**config.mk**
```make
export PLATFORM = sky130hd
export DESIGN_NAME = score_renderer
export DESIGN_NICKNAME = d
export VERILOG_FILES = /design/src/rtl/score_pkg.sv /design/src/rtl/number_rom.sv /design/src/rtl/score_renderer.sv
export SDC_FILE = /design/constraint.sdc
export NUM_CORES = 1
export LEC_CHECK = 0
export BUFFER_PORTS_ARGS = -buffer_cell sky130_fd_sc_hd__buf_4
export CORE_UTILIZATION = 35
export CTS_BUF_LIST = sky130_fd_sc_hd__clkbuf_4
export DETAILED_ROUTE_END_ITERATION = 10
export PLACE_DENSITY = 0.62
export REMOVE_ABC_BUFFERS = 1
export SETUP_SLACK_MARGIN = 0.5
export SLEW_MARGIN = 30
export SYNTH_ARGS = -nofsm -noshare
export SYNTH_HDL_FRONTEND = slang
export SYNTH_HIERARCHICAL = 1
export SYNTH_SLANG_ARGS = --single-unit
export TNS_END_PERCENT = 30
```
**constraint.sdc**
```tcl
create_clock -name Clk -period 3.8 [get_ports Clk]
set_input_delay 0.57 -clock Clk [delete_from_list [all_inputs] [get_ports Clk]]
set_output_delay 0.57 -clock Clk [all_outputs]
set_load 0.05 [all_outputs]
```
**src/rtl/score_pkg.sv**
```systemverilog
// Shared definitions for the score renderer: glyph geometry, BCD digit type,
// the award FSM state encoding and the packed-BCD helper functions.
package score_pkg;

  localparam int GLYPH_W    = 8;
  localparam int GLYPH_H    = 16;
  localparam int MAX_DIGITS = 6;

  typedef logic [3:0] bcd_digit_t;

  typedef enum logic [0:0] {
    IDLE = 1'b0,
    ADD  = 1'b1
  } score_state_t;

  // All-9s value for the lowest `digits` digits of a maximum-width BCD word.
  function automatic logic [4*MAX_DIGITS-1:0] bcd_max(input int digits);
    logic [4*MAX_DIGITS-1:0] v;
    v = '0;
    for (int i = 0; i < MAX_DIGITS; i++) begin
      if (i < digits) v[4*i +: 4] = 4'd9;
    end
    return v;
  endfunction

  // Packed-BCD +1 over the lowest `digits` digits with decimal ripple carry.
  // When every digit is already 9 the input is returned unchanged, so the
  // counter saturates instead of wrapping to zero.
  function automatic logic [4*MAX_DIGITS-1:0] bcd_inc(
    input logic [4*MAX_DIGITS-1:0] v,
    input int                      digits
  );
    logic [4*MAX_DIGITS-1:0] r;
    logic                    carry;
    bcd_digit_t              d;
    r     = v;
    carry = 1'b1;
    for (int i = 0; i < MAX_DIGITS; i++) begin
      d = v[4*i +: 4];
      if (carry && (i < digits)) begin
        if (d == 4'd9) begin
          r[4*i +: 4] = 4'd0;
        end else begin
          r[4*i +: 4] = d + 4'd1;
          carry       = 1'b0;
        end
      end
    end
    return carry ? v : r;
  endfunction

endpackage

```
**src/rtl/number_rom.sv**
```systemverilog
// Digit glyph ROM: 8x16 bitmaps for '0'..'9'. Address is digit*16 + row,
// row 0 at the top, bit 7 the leftmost pixel. Addresses 160..255 read 0.
module number_rom (
  input  logic [7:0] addr,
  output logic [7:0] data
);

  logic [127:0] glyph;
  logic [6:0]   lsb;

  // Select the 16-row bitmap of the digit, then the byte for the row.
  always_comb begin
    case (addr[7:4])
      4'd0:    glyph = 128'h0000_7cc6_c6ce_def6_e6c6_c67c_0000_0000;
      4'd1:    glyph = 128'h0000_1838_7818_1818_1818_187e_0000_0000;
      4'd2:    glyph = 128'h0000_7cc6_060c_1830_60c0_c6fe_0000_0000;
      4'd3:    glyph = 128'h0000_7cc6_0606_3c06_0606_c67c_0000_0000;
      4'd4:    glyph = 128'h0000_0c1c_3c6c_ccfe_0c0c_0c1e_0000_0000;
      4'd5:    glyph = 128'h0000_fec0_c0c0_fc06_0606_c67c_0000_0000;
      4'd6:    glyph = 128'h0000_3860_c0c0_fcc6_c6c6_c67c_0000_0000;
      4'd7:    glyph = 128'h0000_fec6_0606_0c18_3030_3030_0000_0000;
      4'd8:    glyph = 128'h0000_7cc6_c6c6_7cc6_c6c6_c67c_0000_0000;
      4'd9:    glyph = 128'h0000_7cc6_c6c6_7e06_0606_0c78_0000_0000;
      default: glyph = '0;
    endcase
    // Row r lives at bits [(15-r)*8 +: 8]; (15-r)*8 == {~r, 3'b000}.
    lsb  = {~addr[3:0], 3'b000};
    data = glyph[lsb +: 8];
  end

endmodule

```
**src/rtl/score_renderer.sv**
```systemverilog
// Scoreboard controller: packed-BCD score counter fed by a valid/ready award
// interface, a per-frame display snapshot, and a two-stage pipeline that
// turns raster coordinates into glyph pixels through the digit ROM.
module score_renderer
  import score_pkg::*;
#(
  parameter int DIGITS = 4,
  parameter int X0     = 16,
  parameter int Y0     = 8
) (
  input  logic                Clk,
  input  logic                Reset_n,
  input  logic                clear,
  input  logic                add_valid,
  input  logic [6:0]          add_points,
  output logic                add_ready,
  input  logic                frame_start,
  input  logic [9:0]          DrawX,
  input  logic [9:0]          DrawY,
  output logic                score_pixel,
  output logic [4*DIGITS-1:0] score_bcd,
  output logic                saturated
);

  localparam int W = 4 * DIGITS;

  localparam logic [9:0]   X_LO      = 10'(X0);
  localparam logic [9:0]   X_HI      = 10'(X0 + GLYPH_W * DIGITS);
  localparam logic [9:0]   Y_LO      = 10'(Y0);
  localparam logic [9:0]   Y_HI      = 10'(Y0 + GLYPH_H);
  localparam logic [W-1:0] SCORE_MAX = W'(bcd_max(DIGITS));

  score_state_t            state;
  logic [6:0]              remaining;
  logic [W-1:0]            score;
  logic [W-1:0]            score_next;
  logic [W-1:0]            disp;
  logic [4*MAX_DIGITS-1:0] score_wide;

  assign score_wide = (4*MAX_DIGITS)'(score);
  assign score_next = W'(bcd_inc(score_wide, DIGITS));
  assign add_ready  = (state == IDLE);
  assign saturated  = (score == SCORE_MAX);
  assign score_bcd  = score;

  // Award FSM and score counter; clear wins over everything, dropping any
  // pending points and any request presented in the same cycle.
  // NOTE: state is written with <= so every flop samples pre-edge values.
  always_ff @(posedge Clk or negedge Reset_n) begin
    if (!Reset_n) begin
      state     <= IDLE;
      remaining <= '0;
      score     <= '0;
    end else if (clear) begin
      state     <= IDLE;
      remaining <= '0;
      score     <= '0;
    end else begin
      case (state)
        IDLE: begin
          if (add_valid && (add_points != 7'd0)) begin
            remaining <= add_points;
            state     <= ADD;
          end
        end
        ADD: begin
          score     <= score_next;
          remaining <= remaining - 7'd1;
          if (remaining == 7'd1) state <= IDLE;
        end
        default: state <= IDLE;
      endcase
    end
  end

  // Frame snapshot so a frame never shows a score that is still counting.
  always_ff @(posedge Clk or negedge Reset_n) begin
    if (!Reset_n)         disp <= '0;
    else if (frame_start) disp <= score;
  end

  logic [9:0] dx;
  logic [3:0] row;
  logic       in_box;
  bcd_digit_t digit;

  assign dx     = DrawX - X_LO;
  assign row    = 4'(DrawY - Y_LO);
  assign in_box = (DrawX >= X_LO) && (DrawX < X_HI) &&
                  (DrawY >= Y_LO) && (DrawY < Y_HI);

  // Pick the displayed digit under the pixel; index 0 is the leftmost digit.
  // NOTE: the default assignment first keeps this block free of latches.
  always_comb begin
    digit = '0;
    for (int i = 0; i < DIGITS; i++) begin
      if (dx[9:3] == 7'(i)) digit = disp[4*(DIGITS-1-i) +: 4];
    end
  end

  logic [7:0] rom_addr;
  logic [7:0] rom_data;
  logic [2:0] col_q;
  logic       vld_q;

  // Stage 1: register ROM address, glyph column and the in-box flag.
  always_ff @(posedge Clk or negedge Reset_n) begin
    if (!Reset_n) begin
      rom_addr <= '0;
      col_q    <= '0;
      vld_q    <= 1'b0;
    end else begin
      rom_addr <= {digit, row};
      col_q    <= dx[2:0];
      vld_q    <= in_box;
    end
  end

  number_rom u_number_rom (
    .addr (rom_addr),
    .data (rom_data)
  );

  // Stage 2: pick the glyph bit, blanked outside the score box.
  always_ff @(posedge Clk or negedge Reset_n) begin
    if (!Reset_n) score_pixel <= 1'b0;
    else          score_pixel <= vld_q & rom_data[3'd7 - col_q];
  end

endmodule

```
==> parameters.txt, run 1 <==
Parameter                              Value

Routing
  Violation count after the first detailed-route iteration    155
  Via/cell ratio    5.73
  Wirelength, routed    a little over 10000 µm
  Length of the first detailed-routing pass in iterations    4
  Residual antenna-violating net count after detailed routing    0
  Routed len/inst    about 17 µm
  DRC violation count after routing    0
  Total number of vias    3467

Timing
  Final number of hold-violating endpoints    0
  Shortest period the worst path allows    approximately 3.1 ns
  Pin slew with the least headroom to its limit    approximately 0.97 ns
  Setup total negative slack    0 ns
  Setup repair after global routing missed its margin    false
  Relative max-transition margin    35.2%
  Highest achievable clock rate    326 MHz
  Final Skew    0.0216 ns
  Share of the cycle needed by the critical path after routing    80.7%
  Number of pins with negative max-slew slack in the final report    0
  Final setup fails    0

Power and ir drop
  Net Switching    around 0.00032 W
  Power share of the sequential group    57.3%
  Proportion of power drawn by combinational gates    17.6%
  Share of total power consumed by net switching    between 20 and 30%
  Total leakage power    just under 2 nW
  Cell internal power dissipation    0.000747 W
  Clock power share    25.1%
  Max rail drop VDD    132 µV
  Cell Pwr Density    approximately 240 mW/mm²

Floorplan
  Die height    ~110 µm
  Die extent in x    around 110 µm
  Die Outline Area    approximately 0.012 mm²
  Core area    0.0110 mm²
  Number of ports placed on the die boundary    51
  Cell Rows    38
  Initial Utilization    between 30 and 40%

Global routing
  Largest net degree at the start of global routing    54
  Gr ovfl total    0
  First-pass GRT wire length    ~17000 µm
  Number of antenna violations at the first check in global routing    0
  Via count of the first global-routing pass    3321
  Combined global-route utilization of all metal layers    between 15 and 20%

Worst setup path
  Flop2flop setup slack    0.73 ns
  CP startpoint kind    flip-flop
  Family of cells with the greatest summed delay on the critical path    adder cells
  Crit path cell chain    inv_2, ha_1, inv_1, ha_1, a21oi_1, o221ai_1, a22oi_1, or3_1, o221ai_1, mux4_2, mux2i_1, nor2b_1
  Terminus of the critical flop-to-flop path    score_pixel$_DFF_PN0_
  Slowest Stage Delay on Critical Path    0.61 ns
  Endpoint of the worst setup timing path    score_pixel$_DFF_PN0_
  Crit-path max FO    11
  Launch point of the critical path    rom_addr[4]$_DFF_PN0_
  Crit path kind    reg2reg
  Bufs and invs on worst path    2
  Crit. End Element    flip-flop
  Depth of the worst register-to-register path    12
  Reg2reg start    rom_addr[4]$_DFF_PN0_
  Slowest cell on crit path    sky130_fd_sc_hd__dfrtp_1
  Number of cells on the critical path    12
  CP Data Required Time    between 4 and 5 ns
  Data arrival time of the critical path    3.35 ns

Synthesis
  Leading cell types by total area after synthesis    sky130_fd_sc_hd__dfrtp_1, sky130_fd_sc_hd__ha_1, sky130_fd_sc_hd__mux2_2
  FFs w/ async S/R, synth    100%
  Number of flops mapped to enable cells by yosys    0
  Area fraction of the dominant cell type after synthesis    about a third
  Cell area after technology mapping    0.00401 mm²
  Total number of yosys warnings    6
  Synthesized instance count    431
  Avg Synthesized Cell Area    about 9.3 µm²
  Most area-hungry cell type in the Yosys netlist    sky130_fd_sc_hd__dfrtp_1
  Most used standard cell by instance count after synthesis    sky130_fd_sc_hd__dfrtp_1
  Synth Register Bits    53
  Register area share after synthesis    33.1%
  Primary FF master, synth    sky130_fd_sc_hd__dfrtp_1
  Number of different library cells in the post-synthesis netlist    77
  Top cells by count, synth    sky130_fd_sc_hd__dfrtp_1, sky130_fd_sc_hd__nor2_1, sky130_fd_sc_hd__a21oi_1

Run status
  Run status    finished, final reports clean

Placed design
  Hpwl dp    7470 µm
  Total of buffers placed on input and output ports    50
  RePlAce Congestion    0.896
  Post-placement cell area    0.00439 mm²

Clock tree
  Total clock buffers created by CTS    5
  Insertion delay to the later sink of the worst-skew pair    0.38 ns
  CTS tree    yes
  Buffers inserted by post-CTS timing repair    0
  Clock H-tree levels    2
  Root Buffer    sky130_fd_sc_hd__clkbuf_4
  Clock sink count    53
  Clock tree buffer depth    2
  Number of hold-repair buffers added at the cts stage    0
  Clk slew on worst S/H paths    0.16 ns
  Resized Gates After CTS    0

Finish
  Final instance area    0.00446 mm²
  Layout-stage area growth over the synthesis result    11.2%
  Share of final-layout standard cells stronger than drive strength 1    20.6%
  # nets final    522
  Antenna cell count    0

Worst hold path
  Classification of the worst-slack hold path    in2async

Job
  Maximum capacitance violations    0
==> layout make-up <==
type                    instances  area [µm²]
inverters                      21        78.8
multi-input cells             330        2410
clock buffers                   5        37.5
repair buffers                 53         398
well taps                     140         175
flip-flops and latches         53        1330
fillers                      1069        6530
clock inverters                 3        26.3
==> power groups by stage <==
| stage | combinational [W] | clock (W) | sequential (W) |
|---|---|---|---|
| floorplan | 0.000107 | 0 | 0.000617 |
| global placement | 0.000185 | 0 | 0.000621 |
| detailed placement | 0.000187 | 0 | 0.000621 |
| finish | 0.000187 | 0.000268 | 0.000611 |
| global route | 0.000206 | 0.000307 | 0.000615 |
| CTS | 0.000188 | 0.000283 | 0.000611 |
==> worst register-to-register path, cell delays in order, from the launching register on <==
cell and delay, ns:
sky130_fd_sc_hd__dfrtp_1 0.61, sky130_fd_sc_hd__inv_2 0.15, sky130_fd_sc_hd__ha_1 0.46, sky130_fd_sc_hd__inv_1 0.15, sky130_fd_sc_hd__ha_1 0.21, sky130_fd_sc_hd__a21oi_1 0.11, sky130_fd_sc_hd__o221ai_1 0.16, sky130_fd_sc_hd__a22oi_1 0.23
sky130_fd_sc_hd__or3_1 0.13, sky130_fd_sc_hd__o221ai_1 0.09, sky130_fd_sc_hd__mux4_2 0.47, sky130_fd_sc_hd__mux2i_1 0.15, sky130_fd_sc_hd__nor2b_1 0.06
==> per-stage QoR <==
| stage | util [%] | hold WS [ns] | setup slack (ns) | total power [W] | cells |
|---|---|---|---|---|---|
| finish | 40.6 | 0.202 | 0.732 | 0.00107 | 605 |
| global route | 40.6 | 0.236 | 0.507 | 0.00113 | 605 |
| CTS | 40.6 | 0.216 | 0.745 | 0.00108 | 605 |
| detailed placement | 40.0 | 0.465 | 0.770 | 0.000808 | 597 |
| global placement | 40.0 | 0.476 | 0.918 | 0.000807 | 597 |
| floorplan | - | 0.274 | 0.576 | 0.000724 | 404 |
==> layer usage <==
metal / vias to the layer above / wire [µm] / GRT usage, %
met4: 0 / 371 / 7.34
met5: - / 0 / 0
met1: 1653 / 4330 / 23.2
li1: 1640 / - / -
met3: 38 / 580 / 2.81
met2: 136 / 4890 / 29.8
==> cell families after synthesis <==
kind of cell / share of synthesized area (%)
buf+inv: 6.71
simple gates: 20.4
xor+xnor: 1.53
mux: 10.1
fa+ha+maj: 8.12
compound gates: 19.9
flops: 33.1
other cells: 0.0936
==> layout by cell type, fill, tap and decap left out, drive strengths merged, types with 3 or more instances in the layout <==
master  Yosys  routed
xnor2       4       4
nand2      25      25
mux4        6       6
o211ai      6       6
o22ai       6       6
inv        21      22
or4         6       6
a21o        5       5
nor3       13      13
dfrtp      53      53
a22oi       3       3
nor4        4       4
o31ai       6       6
nand3       7       7
nor2       36      36
nand4       4       4
a31oi       3       3
ha         26      26
xor2        3       3
o221ai      4       4
buf        18      53
o21a        3       3
a21oi      30      30
or3         9       9
nor3b       3       3
mux2       17      17
o21ai      20      20
a22o        5       5
nor2b       9       9
nand2b     12      12
mux2i       8       8
nand3b      6       6
and3b       3       3
o211a       3       3
clkbuf      8       5
==> worst min-delay path by stage <==
stage | start | end | slack [ns] | cells after the start
floorplan | Reset_n | col_q[0]$_DFF_PN0_ | 0.27 | 0
global placement | vld_q$_DFF_PN0_ | score_pixel$_DFF_PN0_ | 0.48 | 1
detailed placement | vld_q$_DFF_PN0_ | score_pixel$_DFF_PN0_ | 0.46 | 1
CTS | Reset_n | score_bcd[7]$_DFFE_PN0P_ | 0.22 | 1
global route | Reset_n | disp[9]$_DFFE_PN0P_ | 0.24 | 1
finish | Reset_n | state$_DFF_PN0_ | 0.20 | 1
==> registers in the layout, indices dropped and copies added, names as in the netlist <==
name and flops:
col_q 3, disp 16, remaining 7, rom_addr 8, score_bcd 16, score_pixel 1, state 1, vld_q 1
(Power assumes the default switching activity.)
==> run 2, diff against run 1 <==
--- a/config.mk
+++ b/config.mk
@@ -9,7 +9,7 @@
 export CORE_UTILIZATION = 35
 export CTS_BUF_LIST = sky130_fd_sc_hd__clkbuf_4
 export DETAILED_ROUTE_END_ITERATION = 10
-export PLACE_DENSITY = 0.62
+export PLACE_DENSITY = 0.64
 export REMOVE_ABC_BUFFERS = 1
 export SETUP_SLACK_MARGIN = 0.5
 export SLEW_MARGIN = 30
==> constraint.sdc (replaced) <==
create_clock -name Clk -period 2.7 [get_ports Clk]
set_input_delay 0.405 -clock Clk [delete_from_list [all_inputs] [get_ports Clk]]
set_output_delay 0.405 -clock Clk [all_outputs]
set_load 0.05 [all_outputs]
==> run 2 against run 1 <==
Critical path type unchanged. Final cell count grew 5.5%. Routed wire length grew 12%. Maximum frequency grew 25%. Non-clock buffer count grew 33. First-iteration DRC count shrank 2.6%. Global-route usage grew 1.9 points. Register-to-register slack lost 0.49 ns. Highest routed layer unchanged. Die area is the same. Setup slack lost 0.49 ns. Count of clock-buffer cells in the layout grew 1. Clock skew shrank 0.0052 ns.
==> parameters.txt, run 2 (same netlist as run 1, synthesis figures left out) <==
Parameter                              Value

Finish
  Number of standard cells in the layout, taps in and fillers out    638 (+5.5%)
  Layout-stage area growth over the synthesis result    24.5%
  Commonest cells after routing, fill and taps aside    sky130_fd_sc_hd__buf_4, sky130_fd_sc_hd__dfrtp_1, sky130_fd_sc_hd__nor2_1, sky130_fd_sc_hd__a21oi_1, sky130_fd_sc_hd__nand2_1
  Antenna cell count    0 (unchanged)
  Layout fillers    1041 (-2.6%)
  Multi-input gate area in the final layout    0.00261 mm² (+8.2%)
  Area taken by flip-flops and latches    0.00133 mm² (unchanged)
  Share of final-layout standard cells stronger than drive strength 1    30.7% (+10 points)
  Final instance area    0.00499 mm² (+12%)
  Commonest non-fill, non-tap cell in the layout    sky130_fd_sc_hd__buf_4
  # nets final    555 (+6.3%)

Run status
  Run status    finished, final reports clean

Clock tree
  Clock sink count    53 (unchanged)
  Insertion delay to the later sink of the worst-skew pair    0.36 ns (-0.02 ns)
  Total clock buffers created by CTS    5 (unchanged)
  CTS tree    yes
  Root Buffer    sky130_fd_sc_hd__clkbuf_4
  Clock tree buffer depth    2 (unchanged)
  Clk slew on worst S/H paths    0.15 ns (about the same)
  Number of hold-repair buffers added at the cts stage    0 (unchanged)
  Clock H-tree levels    2 (unchanged)

Routing
  DRC violation count after routing    0 (unchanged)
  Routed len/inst    17.8 µm (+5.8%)
  Wirelength, routed    11300 µm (+12%)
  Via/cell ratio    5.84 (+2.0%)
  Residual antenna-violating net count after detailed routing    0 (unchanged)
  Violation count after the first detailed-route iteration    151 (-2.6%)
  Length of the first detailed-routing pass in iterations    5 (+1)
  Total number of vias    3728 (+7.5%)

Floorplan
  Core area    0.0110 mm² (unchanged)
  Number of ports placed on the die boundary    51 (unchanged)
  Initial Utilization    36.5% (unchanged)
  Die Outline Area    0.0119 mm² (unchanged)
  Die extent in x    109 µm (unchanged)
  Cell Rows    38 (unchanged)
  Die height    109 µm (unchanged)

Power and ir drop
  Max rail drop VDD    209 µV (+58%)
  Total leakage power    2.16 nW (+10%)
  Power, Total    0.00159 W (+49%)
  Cell Pwr Density    318 mW/mm² (+33%)

Placed design
  Placement Setup Slack    0.141 ns (-0.629 ns)
  Hpwl dp    8140 µm (+8.9%)
  RePlAce Congestion    0.953 (+6.4%)
  Post-placement cell area    0.00453 mm² (+3.1%)
  Instance count after placement with tap cells included    612 (+2.5%)
  Total of buffers placed on input and output ports    50 (unchanged)

Timing
  Final number of hold-violating endpoints    0 (unchanged)
  Final Skew    0.0164 ns (-0.00518 ns)
  Number of pins with negative max-slew slack in the final report    0 (unchanged)
  Setup repair after global routing missed its margin    true
  Pin slew with the least headroom to its limit    0.670 ns (-0.303 ns)
  Highest achievable clock rate    407 MHz (+25%)
  Post-route setup slack    0.243 ns (-0.489 ns)
  Worst slack on hold paths    0.0441 ns (-0.158 ns)
  Relative max-transition margin    55.4% (+20 points)
  Shortest period the worst path allows    2.46 ns (-0.611 ns)
  Final setup fails    0 (unchanged)
  Share of the cycle needed by the critical path after routing    91.0% (+10 points)

Global routing
  Gr ovfl total    0 (unchanged)
  Number of antenna violations at the first check in global routing    0 (unchanged)
  Largest net degree at the start of global routing    54 (unchanged)
  Combined global-route utilization of all metal layers    19.8% (+1.9 points)
  First-pass GRT wire length    18400 µm (+9.6%)
  Via count of the first global-routing pass    3678 (+11%)

Worst setup path
  Data arrival time of the critical path    2.71 ns (-0.64 ns)
  Crit-path max FO    4 (-7)
  Crit path kind    reg2reg
  CP startpoint kind    flip-flop
  Flop2flop setup slack    0.24 ns (-0.49 ns)
  Crit. End Element    flip-flop
  CP Data Required Time    2.96 ns (-1.13 ns)

Worst hold path
  Classification of the worst-slack hold path    in2async

Job
  Maximum capacitance violations    0 (unchanged)
==> run 2: routing by layer <==
layer | vias up | GRT usage (%) | part of all wire, %
met5 | - | 0 | 0
met4 | 0 | 11.3 | 5.2
met3 | 47 | 2.51 | 6.8
met2 | 188 | 32.1 | 48
met1 | 1775 | 25.4 | 40
li1 | 1718 | - | -
==> run 2: repair_timing <==
| action | in CTS | in global routing |
|---|---|---|
| setup endpoints to repair | 2 | 2 |
| gates cloned | 0 | 1 |
| setup buffers | 13 | 4 |
| gates resized for setup | 26 | 17 |
| pin swaps | 11 | 9 |
| endpoints found under the hold margin | 0 | 0 |
==> run 2: final timing paths <==
path,from,to,cells past startpoint
setup / recovery,rom_addr[5]$_DFF_PN0_,score_pixel$_DFF_PN0_,12
hold / removal,Reset_n,remaining[0]$_DFFE_PN0P_,1
setup reg to reg,rom_addr[5]$_DFF_PN0_,score_pixel$_DFF_PN0_,12
hold reg to reg,vld_q$_DFF_PN0_,score_pixel$_DFF_PN0_,1
max in group asynchronous,Reset_n,rom_addr[6]$_DFF_PN0_,1
min in group Clk,DrawY[2],rom_addr[2]$_DFF_PN0_,1
==> run 2: final cells by class <==
type / count / share of cell area (%)
inverters: 21 / 1.81
clock buffers: 6 / 0.903
well taps: 140 / 3.51
flip-flops and latches: 53 / 26.6
clock inverters: 2 / 0.677
multi-input cells: 330 / 52.3
repair buffers: 86 / 14.2
==> run 2: power breakdown <==
part / switching [W] / internal, W
clock network: 0.000237 / 0.000203
registers: 0.0000340 / 0.000816
logic: 0.000157 / 0.000140
total: 0.000428 / 0.00116
==> run 2: critical path: stages (launching register included) <==
cell,delay [ns]
sky130_fd_sc_hd__dfrtp_1,0.44
sky130_fd_sc_hd__inv_4,0.08
sky130_fd_sc_hd__ha_4,0.31
sky130_fd_sc_hd__inv_4,0.06
sky130_fd_sc_hd__ha_4,0.15
sky130_fd_sc_hd__a21oi_2,0.11
sky130_fd_sc_hd__o221ai_2,0.11
sky130_fd_sc_hd__a22oi_1,0.17
sky130_fd_sc_hd__or3_1,0.14
sky130_fd_sc_hd__o221ai_1,0.11
sky130_fd_sc_hd__mux4_2,0.49
sky130_fd_sc_hd__mux2i_1,0.14
sky130_fd_sc_hd__nor2b_1,0.06
==> run 2: metrics by stage <==
step                util [%]  TNS [ns]
global placement        41.2         0
floorplan                  -    -0.476
finish                  45.4         0
detailed placement      41.2         0
global route            45.4         0
CTS                     44.1         0
==> run 3, diff against run 2 <==
--- a/config.mk
+++ b/config.mk
@@ -5,11 +5,12 @@
 export SDC_FILE = /design/constraint.sdc
 export NUM_CORES = 1
 export LEC_CHECK = 0
-export BUFFER_PORTS_ARGS = -buffer_cell sky130_fd_sc_hd__buf_4
+export CAP_MARGIN = 20
 export CORE_UTILIZATION = 35
 export CTS_BUF_LIST = sky130_fd_sc_hd__clkbuf_4
 export DETAILED_ROUTE_END_ITERATION = 10
-export PLACE_DENSITY = 0.64
+export DONT_BUFFER_PORTS = 1
+export PLACE_DENSITY = 0.6
 export REMOVE_ABC_BUFFERS = 1
 export SETUP_SLACK_MARGIN = 0.5
 export SLEW_MARGIN = 30
==> run 3 against run 2 <==
Via count down 2.9%. Maximum frequency up 1.1%. Clock power down 11%. Routed wire length down 1.2%. Core utilization down 2.5 points. Clock skew up 0.0078 ns. Setup slack better by 0.028 ns. Hold slack worse by 0.0078 ns. Critical path depth down 2. Non-clock buffer count down 34. Final cell count down 5.3%. Sequential cell count unchanged.
==> parameters.txt, run 3 (same netlist as run 1, synthesis figures left out) <==
Parameter                              Value

Run status
  Run status    finished, final reports clean

Clock tree
  Clock sink count    53 (unchanged)
  Clock H-tree levels    2 (unchanged)
  Total clock buffers created by CTS    5 (unchanged)
  Clk slew on worst S/H paths    0.16 ns (about the same)
  Clock tree buffer depth    2 (unchanged)
  CTS tree    yes
  Insertion delay to the later sink of the worst-skew pair    0.38 ns (+0.02 ns)
  Root Buffer    sky130_fd_sc_hd__clkbuf_4

Global routing
  Largest net degree at the start of global routing    54 (unchanged)
  Via count of the first global-routing pass    3519 (-4.3%)
  Combined global-route utilization of all metal layers    19.2% (-0.62 points)
  Number of antenna violations at the first check in global routing    0 (unchanged)
  Gr ovfl total    0 (unchanged)
  First-pass GRT wire length    17800 µm (-3.2%)

Worst hold path
  Startpoint of the lowest-slack hold path    DrawX[2]
  Classification of the worst-slack hold path    in2reg

Power and ir drop
  Cell internal power dissipation    0.00105 W (-9.7%)
  Share of total power consumed by net switching    30.0% (+3.1 points)
  Total leakage power    2.00 nW (-7.5%)
  Proportion of power drawn by combinational gates    16.6% (-2.1 points)
  Power, Total    0.00150 W (-5.7%)
  Cell Pwr Density    318 mW/mm² (-0.14%)
  Net Switching    0.000449 W (+5.0%)
  Clock power share    26.3% (-1.4 points)
  Power share of the sequential group    57.1% (+3.5 points)
  Max rail drop VDD    216 µV (+3.0%)

Finish
  Layout-stage area growth over the synthesis result    17.6%
  Commonest non-fill, non-tap cell in the layout    sky130_fd_sc_hd__dfrtp_1
  Commonest cells after routing, fill and taps aside    sky130_fd_sc_hd__dfrtp_1, sky130_fd_sc_hd__buf_4, sky130_fd_sc_hd__nor2_1, sky130_fd_sc_hd__a21oi_1, sky130_fd_sc_hd__nand2_1
  Antenna cell count    0 (unchanged)
  Final instance area    0.00471 mm² (-5.6%)
  # nets final    521 (-6.1%)
  Share of final-layout standard cells stronger than drive strength 1    27.2% (-3.6 points)

Routing
  Residual antenna-violating net count after detailed routing    0 (unchanged)
  Via/cell ratio    5.99 (+2.5%)
  Wirelength, routed    11200 µm (-1.2%)
  Total number of vias    3619 (-2.9%)
  DRC violation count after routing    0 (unchanged)
  Routed len/inst    18.6 µm (+4.4%)
  Length of the first detailed-routing pass in iterations    6 (+1)
  Violation count after the first detailed-route iteration    160 (+6.0%)

Timing
  Relative max-transition margin    55.5% (+0.11 points)
  Final setup fails    0 (unchanged)
  Number of pins with negative max-slew slack in the final report    0 (unchanged)
  Highest achievable clock rate    412 MHz (+1.1%)
  Pin slew with the least headroom to its limit    0.668 ns (-0.00160 ns)
  Final number of hold-violating endpoints    0 (unchanged)
  Post-route setup slack    0.270 ns (+0.0276 ns)
  Share of the cycle needed by the critical path after routing    90.0% (-1.0 points)
  Setup repair after global routing missed its margin    true
  Final Skew    0.0241 ns (+0.00777 ns)
  Shortest period the worst path allows    2.43 ns (-0.0276 ns)

Placed design
  Total of buffers placed on input and output ports    0 (-100%)
  Post-placement cell area    0.00430 mm² (-5.1%)
  Hpwl dp    8030 µm (-1.3%)
  RePlAce Congestion    0.953 (about the same)
  Placement Setup Slack    0.0546 ns (-0.0865 ns)

Worst setup path
  Crit-path max FO    6 (+2)
  Slowest cell on crit path    sky130_fd_sc_hd__mux4_2
  CP Data Required Time    2.99 ns (+0.03 ns)
  Worst path most repeated cell    sky130_fd_sc_hd__mux2i_1
  Crit. End Element    flip-flop
  Launch point of the critical path    rom_addr[4]$_DFF_PN0_
  CP startpoint kind    flip-flop
  Slowest Stage Delay on Critical Path    0.48 ns (about the same)
  Crit path kind    reg2reg
  Crit path cell chain    buf_4, ha_1, nand2b_4, o21ai_0, o22a_1, mux2i_1, o22ai_2, mux4_2, mux2i_1, nor2b_1
  Reg2reg start    rom_addr[4]$_DFF_PN0_
  Data arrival time of the critical path    2.71 ns (about the same)

Floorplan
  Initial Utilization    36.5% (unchanged)
  Die extent in x    109 µm (unchanged)
  Core area    0.0110 mm² (unchanged)
  Cell Rows    38 (unchanged)
  Die Outline Area    0.0119 mm² (unchanged)
  Number of ports placed on the die boundary    51 (unchanged)
  Die height    109 µm (unchanged)

Job
  Maximum capacitance violations    0 (unchanged)
run 3: changes by cell type in the layout (fill, tap and decap cells not counted), sizes merged:
cell         delta
buf            -35
inv             +2
clkbuf          -1
bufinv          -1
dlygate4sd3     +1
run 3: metrics by stage:
stage	TNS [ns]	utilization (%)	instances	hold WS, ns
floorplan	-0.476	-	404	0.109
finish	0	42.9	604	0.0363
global placement	0	39.1	582	0.111
global route	0	42.9	604	0.000418
CTS	0	41.3	602	0.0196
detailed placement	0	39.1	582	0.111
run 3: power by group through the flow:
stage | clock (W) | sequential (W) | combinational, W
after floorplan | 0 | 0.000869 | 0.000151
after global placement | 0 | 0.000867 | 0.000212
after detailed placement | 0 | 0.000868 | 0.000215
after CTS | 0.000410 | 0.000854 | 0.000239
after global routing | 0.000438 | 0.000860 | 0.000274
final | 0.000393 | 0.000854 | 0.000249
run 3: final cells by class:
class	count	area, µm²
inverter	21	82.6
clock buffer	5	37.5
timing repair buffer	52	454
tap	140	175
sequential	53	1330
multi-input combinational	330	2610
clock inverter	3	28.8
fill	1096	6270
run 3: worst paths after layout:
path / slack (ns) / endpoint / cells after the start
worst max-delay path: 0.27 / score_pixel$_DFF_PN0_ / 10
worst min-delay path: 0.04 / col_q[2]$_DFF_PN0_ / 0
worst max register to register: 0.27 / score_pixel$_DFF_PN0_ / 10
worst min register to register: 0.50 / score_pixel$_DFF_PN0_ / 1
max in group asynchronous: 1.94 / rom_addr[6]$_DFF_PN0_ / 2
min in group asynchronous: 0.51 / score_bcd[11]$_DFFE_PN0P_ / 2
run 3: timing repair:
action,4_1_cts,5_1_grt
setup buffers,10,1
gates cloned,0,1
setup endpoints to repair,2,2
gates resized for setup,17,28
hold buffers,2,0
endpoints found under the hold margin,53,0
pin swaps,10,14
run 3: metal layers:
| metal | part of all wire (%) | vias up | global-route usage [%] |
|---|---|---|---|
| met5 | 0 | - | 0 |
| met4 | 4.1 | 0 | 8.59 |
| met3 | 6.3 | 43 | 3.59 |
| met2 | 49 | 167 | 32.7 |
| met1 | 41 | 1770 | 23.5 |
| li1 | - | 1639 | - |
run 3: worst max-delay path, delay by kind of cell, from the launching register on:
kind / cells / cell delay, ns
AOI/OAI and AO/OA: 3 / 0.46
adders and majority gates: 1 / 0.30
buffers and inverters: 1 / 0.17
DFF: 1 / 0.42
muxes: 3 / 0.80
and+or+nand+nor: 2 / 0.21
